<file path="src/rtl/serv_alu_seq.sv">
// Sequencer that feeds a bit-serial SERV-style ALU LSB first and reassembles its serial result.
// Compare ops take a second pass so the ALU can emit its stored compare bit as bit 0 of rd.
module serv_alu_seq #(
   parameter int unsigned LEN = 32
) (
   input  logic           clk,
   input  logic           i_rst_n,
   input  logic           i_req_valid,
   output logic           o_req_ready,
   input  logic [2:0]     i_op,
   input  logic [LEN-1:0] i_rs1,
   input  logic [LEN-1:0] i_op_b,
   output logic           o_res_valid,
   input  logic           i_res_ready,
   output logic [LEN-1:0] o_res,
   output logic           o_cmp,
   output logic           o_alu_en,
   output logic           o_alu_cnt0,
   output logic           o_alu_sub,
   output logic [1:0]     o_alu_bool_op,
   output logic           o_alu_cmp_eq,
   output logic           o_alu_cmp_sig,
   output logic [2:0]     o_alu_rd_sel,
   output logic           o_alu_rs1,
   output logic           o_alu_op_b,
   output logic           o_alu_buf,
   input  logic           i_alu_rd,
   input  logic           i_alu_cmp
);

   localparam int unsigned CW = (LEN > 2) ? $clog2(LEN) : 1;

   localparam logic [2:0] OpAdd  = 3'b000;
   localparam logic [2:0] OpSub  = 3'b001;
   localparam logic [2:0] OpSlt  = 3'b010;
   localparam logic [2:0] OpSltu = 3'b011;
   localparam logic [2:0] OpXor  = 3'b100;
   localparam logic [2:0] OpOr   = 3'b101;
   localparam logic [2:0] OpAnd  = 3'b110;
   localparam logic [2:0] OpEq   = 3'b111;

   typedef enum logic [2:0] {
      StIdle, StSetup, StRun1, StGap, StRun2, StDone
   } state_t;

   state_t         r_state;
   logic [CW-1:0]  r_cnt;
   logic [2:0]     r_op;
   logic [LEN-1:0] r_rs1;
   logic [LEN-1:0] r_op_b;
   logic [LEN-1:0] r_res;
   logic           r_cmp;

   logic w_accept;
   logic w_last;
   logic w_is_cmp;
   logic w_is_bool;
   logic w_sub;
   logic w_run;

   assign w_accept  = i_req_valid && (r_state == StIdle);
   assign w_last    = (r_cnt == CW'(LEN - 1));
   assign w_is_cmp  = (r_op == OpSlt) || (r_op == OpSltu) || (r_op == OpEq);
   assign w_is_bool = (r_op == OpXor) || (r_op == OpOr) || (r_op == OpAnd);
   assign w_sub     = (r_op == OpSub) || w_is_cmp;
   assign w_run     = (r_state == StRun1) || (r_state == StRun2);

   always_ff @(posedge clk or negedge i_rst_n) begin
      if (!i_rst_n) begin
         r_state <= StIdle;
         r_cnt   <= '0;
         r_op    <= OpAdd;
         r_rs1   <= '0;
         r_op_b  <= '0;
         r_res   <= '0;
         r_cmp   <= 1'b0;
      end else begin
         unique case (r_state)
            StIdle: begin
               if (w_accept) begin
                  r_op    <= i_op;
                  r_rs1   <= i_rs1;
                  r_op_b  <= i_op_b;
                  r_cmp   <= 1'b0;
                  r_cnt   <= '0;
                  r_state <= StSetup;
               end
            end
            StSetup: r_state <= StRun1;
            StRun1: begin
               r_rs1  <= r_rs1 >> 1;
               r_op_b <= r_op_b >> 1;
               // Compare ops discard the pass-1 rd stream; their result comes from pass 2.
               if (!w_is_cmp) r_res <= {i_alu_rd, r_res[LEN-1:1]};
               if (w_last) begin
                  r_cnt <= '0;
                  if (w_is_cmp) begin
                     r_cmp   <= i_alu_cmp;
                     r_state <= StGap;
                  end else begin
                     r_state <= StDone;
                  end
               end else begin
                  r_cnt <= r_cnt + 1'b1;
               end
            end
            StGap: r_state <= StRun2;
            StRun2: begin
               r_res <= {i_alu_rd, r_res[LEN-1:1]};
               if (w_last) begin
                  r_cnt   <= '0;
                  r_state <= StDone;
               end else begin
                  r_cnt <= r_cnt + 1'b1;
               end
            end
            StDone: if (i_res_ready) r_state <= StIdle;
            default: r_state <= StIdle;
         endcase
      end
   end

   always_comb begin
      o_alu_en      = w_run;
      o_alu_cnt0    = w_run && (r_cnt == '0);
      o_alu_sub     = 1'b0;
      o_alu_bool_op = 2'b00;
      o_alu_cmp_eq  = 1'b0;
      o_alu_cmp_sig = 1'b0;
      o_alu_rd_sel  = 3'b000;
      o_alu_rs1     = 1'b0;
      o_alu_op_b    = 1'b0;
      unique case (r_state)
         StSetup, StGap: o_alu_sub = w_sub;
         StRun1: begin
            o_alu_sub     = w_sub;
            o_alu_cmp_eq  = (r_op == OpEq);
            o_alu_cmp_sig = (r_op == OpSlt);
            o_alu_rs1     = r_rs1[0];
            o_alu_op_b    = r_op_b[0];
            if (w_is_bool) o_alu_rd_sel = 3'b100;
            else if (!w_is_cmp) o_alu_rd_sel = 3'b001;
            unique case (r_op)
               OpXor:   o_alu_bool_op = 2'b00;
               OpOr:    o_alu_bool_op = 2'b10;
               OpAnd:   o_alu_bool_op = 2'b11;
               default: o_alu_bool_op = 2'b01;
            endcase
         end
         StRun2: o_alu_rd_sel = 3'b010;
         default: ;
      endcase
   end

   assign o_alu_buf   = 1'b0;
   assign o_req_ready = (r_state == StIdle);
   assign o_res_valid = (r_state == StDone);
   assign o_res       = r_res;
   assign o_cmp       = r_cmp;

endmodule

</file>
<file path="config.mk">
export PLATFORM = sky130hd
export DESIGN_NAME = serv_alu_seq
export DESIGN_NICKNAME = d
export VERILOG_FILES = /design/src/rtl/serv_alu_seq.sv
export SDC_FILE = /design/constraint.sdc
export NUM_CORES = 1
export LEC_CHECK = 0
export BUFFER_PORTS_ARGS = -buffer_cell sky130_fd_sc_hd__buf_2
export CORE_AREA = 4 4 112 114
export DETAILED_ROUTE_END_ITERATION = 8
export DIE_AREA = 0 0 116 118
export PLACE_DENSITY = 0.68
export SYNTH_ARGS = -nofsm -noshare
export SYNTH_HDL_FRONTEND = slang
export SYNTH_SLANG_ARGS = --single-unit
export TNS_END_PERCENT = 50
</file>
<file path="constraint.sdc">
create_clock -name clk -period 2.1 [get_ports clk]
set_input_delay 0.42 -clock clk [delete_from_list [all_inputs] [get_ports clk]]
set_output_delay 0.42 -clock clk [all_outputs]
set_load 0.03 [all_outputs]
</file>
# Yosys cells after proc, flatten, opt, wreduce, memory -nomap -nowiden
# Index checks and enable logic that the tools add are counted.
# totals
out_inout_bits,48
elab_cells,77
inputBits,73
register_bits,108
# classes
eq_ne,19
add_sub_neg,1
mux,29
reduce_logical,21
# ops
operator,n
32-bit one-hot mux with 2 select lines,3
32-bit two-way mux,3
3-bit equality test (second input constant),6
3-bit two-way mux,6
3-bit one-hot mux with 6 select lines,1
3-bit by 2-bit equality test with 1-bit output (second input constant),4
5-bit two-way mux,2
5-bit one-hot mux with 2 select lines,1
1-bit two-way mux,9
2-bit inequality test (second input constant),4
2-bit AND reduction,4
4-bit AND reduction,2
3-bit by 1-bit equality test with 1-bit output (second input constant),2
1-bit logical OR,6
2-bit one-hot mux with 3 select lines,1
3-bit one-hot mux with 2 select lines,1
2-bit nonzero test,3
5-bit by 1-bit adder with 5-bit output (second input constant),1
5-bit equality test (second input constant),1
5-bit zero test,1
2-bit by 1-bit inequality test with 1-bit output (second input constant),2
3-bit zero test,1
3-bit OR reduction,1
1-bit logical AND,2
other kinds (3),3

# Longest topological paths before layout
# depth
depth_word,6
depth_mapped,6

# Worst setup path after synthesis
# No wires, ideal clock.
# synth_path
kind,reg2out
startpoint,register r_state[2]
endpoint,output o_alu_cmp_sig
t_required_ns,1.680
path_buffers,1
setup_slack_ns,-0.156
path_stages_with_launch,4
arrival_ns,1.836
cell_sequence,dfrtp_1 -> buf_2 -> or3_1 -> nor4_1
# synth_between
elab_chain_len,2
# synth_rtl
element,line,text
"start, declared",46,state_t r_state;
"start signal, assigned",70,r_state <= StIdle;
"start signal, assigned",86,r_state <= StSetup;
"start signal, assigned",89,StSetup: r_state <= StRun1;
3-bit by 2-bit equality test with 1-bit output,133,unique case (r_state)
1-bit two-way mux,133,
"end, declared",22,"output logic o_alu_cmp_sig,"
# No other way between the ends.

# Final worst setup path
# layout_path
startpoint,register r_state[1]
endpoint,output o_alu_cmp_sig
# The elaborated chain is that of the path after synthesis.

==> results.ini <==
[final_layout]
post-route-cell-area_um2=6160
seq_area_um2=2710
antenna_cells=0
mostFrequentLayoutCells=116 x buf_2, 104 x dfrtp_1, 74 x nand2_1
syn_to_final_growth_pct=21.1
multiInputGateArea_um2=2160
drive_above_1_share=0.353
fill_cells=1014
nets=629
final_common_cell=buf_2

[job]
max_cap_viol_count=0

[die]
die-area_um2=13700
die_w_um=116
ioPinCount=121
die_y_um=118
num_rows=39
core_area_um2=11400
initial_core_util=0.446

[global_route]
overflow=0
grt_antenna_before_repair=0
grt_max_degree=109
grt_pass1_vias=3489
grt_usage=0.159
grt_pass1_wl_mm=17.3

[critical_path]
required_ns=1.68
crit_type=flip-flop to output port
critical_path.endpoint_type=output port
rr_worst_depth=6
slowest_stage=dfrtp_2
r2r-start=r_cnt[0]
crit_path_max_incr_delay_ns=0.41
crit_fanout=6
cp_cell_sequence=inv_1 -> or3_1 -> nor4_2 -> buf_2
cp-startpoint=r_state[1]
cp.arrival_ns=1.64
worst_setup_path_start_kind=flip-flop

[timing]
fin_crit_sh=0.982
finalMaxSlewViolations=0
max_slew.worst_pin.slew_ns=0.636
finalSetupTns_ns=0
final_hold_viol_count=0
period_needed_ns=2.06
max_slew_margin=0.572
finClkSkew_ns=0.00679
rsz0062_at_grt=yes
final-setup-viol-count=0
timing.fmax_ghz=0.485

[synthesis]
synth.distinct_cells=40
seq_area_frac_synth=0.531
synth_area_leaders=dfrtp_1 53%, mux2i_1 13%, mux2_4 8.8%
synth-async-reset-ratio=1.00
synth_flop_cell=dfrtp_1
syn_nets=512
yosys_warnings=0
syn_avg_cell_area_um2=11.7
synth_edf_count=0
synth_seq_cells=108
synth_area_um2=5090
synthDominantCellAreaShare=0.531
yosys.area.top_type=dfrtp_1
syn_inst=436

[placed_design]
numPortBuffers=119
gp_congestion=0.789
hpwl_mm=7.02
placed_area_um2=5780

[detailed_routing]
drc=0
vias=3463
routedWlPerCell_um=14.9
drt_iter0_drc=203
routed_wl_mm=10.5
ant_nets=0
vias_per_cell=4.94
drt-pass1-iter-count=4

[clock_tree]
clkTransAtPathRegs_ns=0.07
cts_root_buf=clkbuf_16
cts.sinks=108
cts_tree=done
cts-hold-fix-buffers=0
worstSkewPairLatency_ns=0.36
cts_max_path_buffers=2
cts_max_level=3
cts_inserted_buffers=9

[run_status]
status=finished clean

[worst_hold_path]
hold_path.class=primary input to async pin

[power]
power-per-cell-area_nw_per_um2=1510
vdd.ir_drop.worst_mv=0.807
p_leak_nw=2.99

cells by family (layout without fill, tap and decap cells):
logic type               after synthesis  after routing  share of synthesized area
flip-flops                           108            108                      0.531
AND/OR/NAND/NOR                      103            103                     0.0902
multiplexers                          99             99                      0.225
AO/OA/AOI/OAI                         85             85                     0.0909
buffers and inverters                 35            157                     0.0514
adder cells (fa/ha/maj)                3              3                    0.00737
XOR/XNOR                               2              2                    0.00344
other                                  1              1                   0.000737
power breakdown:
group / switching [mW] / internal, mW
clock network: 0.818 / 0.945
registers: 0.562 / 2.94
logic: 2.21 / 1.80
critical path, delay by kind of cell, from the launching register on:
kind	cells	cell delay, ns
DFF	1	0.41
and+or+nand+nor	2	0.56
buffers and inverters	2	0.31
timing repair:
action,in CTS,in global routing
endpoints found under the setup margin,10,6
pin swaps,1,0
setup buffers,8,0
gates resized for setup,2,8
sequential cells by signal, summed over array words and instances, names as in the netlist:
signal   count
r_state      3
r_rs1       32
r_cnt        5
o_cmp        1
r_op         3
o_res       32
r_op_b      32
layer usage:
metal	part of all wire	routed length (um)	global-route usage	up-vias
li1	-	-	-	1731
met1	0.43	4520	0.196	1658
met2	0.50	5280	0.259	63
met3	0.052	543	0.0581	11
met4	0.013	136	0.0457	0
met5	0	0	0	-
path summary, 6_finish.rpt:
check	slack, ns	endpoint
max	0.04	o_alu_cmp_sig
min	0.10	o_res[24]
min reg2reg	0.48	r_rs1[30]
max in group asynchronous	1.47	r_state[0]
min in group clk	0.26	r_op[1]
max reg2reg	0.24	o_cmp
layout make-up:
cell class                      instances  share of cell area
Timing Repair Buffer                  136               0.129
Tap cell                              143              0.0290
Clock inverter                          7              0.0130
Inverter                                5             0.00304
Multi-Input combinational cell        293               0.350
Sequential cell                       108               0.439
Clock buffer                            9              0.0365
through the flow:
stage,cells,utilization,hold slack [ns],setup WS (ns),power (mW)
final,701,0.540,0.100,0.0368,9.28
after global routing,701,0.540,0.162,-0.0185,9.93
after CTS,701,0.538,0.156,0.0215,9.37
after detailed placement,677,0.506,0.472,0.212,7.47
after global placement,677,0.506,0.463,0.250,7.33
after floorplan,436,-,0.124,-0.0963,6.65
synthesized netlist by cell type, types with 5 or more instances:
master,number
a21oi_1,6
inv_1,5
clkbuf_1,11
nand2b_1,5
mux2_4,30
nor2_1,7
o21ai_1,65
o21ai_0,6
mux2i_1,65
buf_8,5
dfrtp_1,108
buf_6,6
nand2_1,74
No activity file was read; power rests on OpenSTA's default activity.
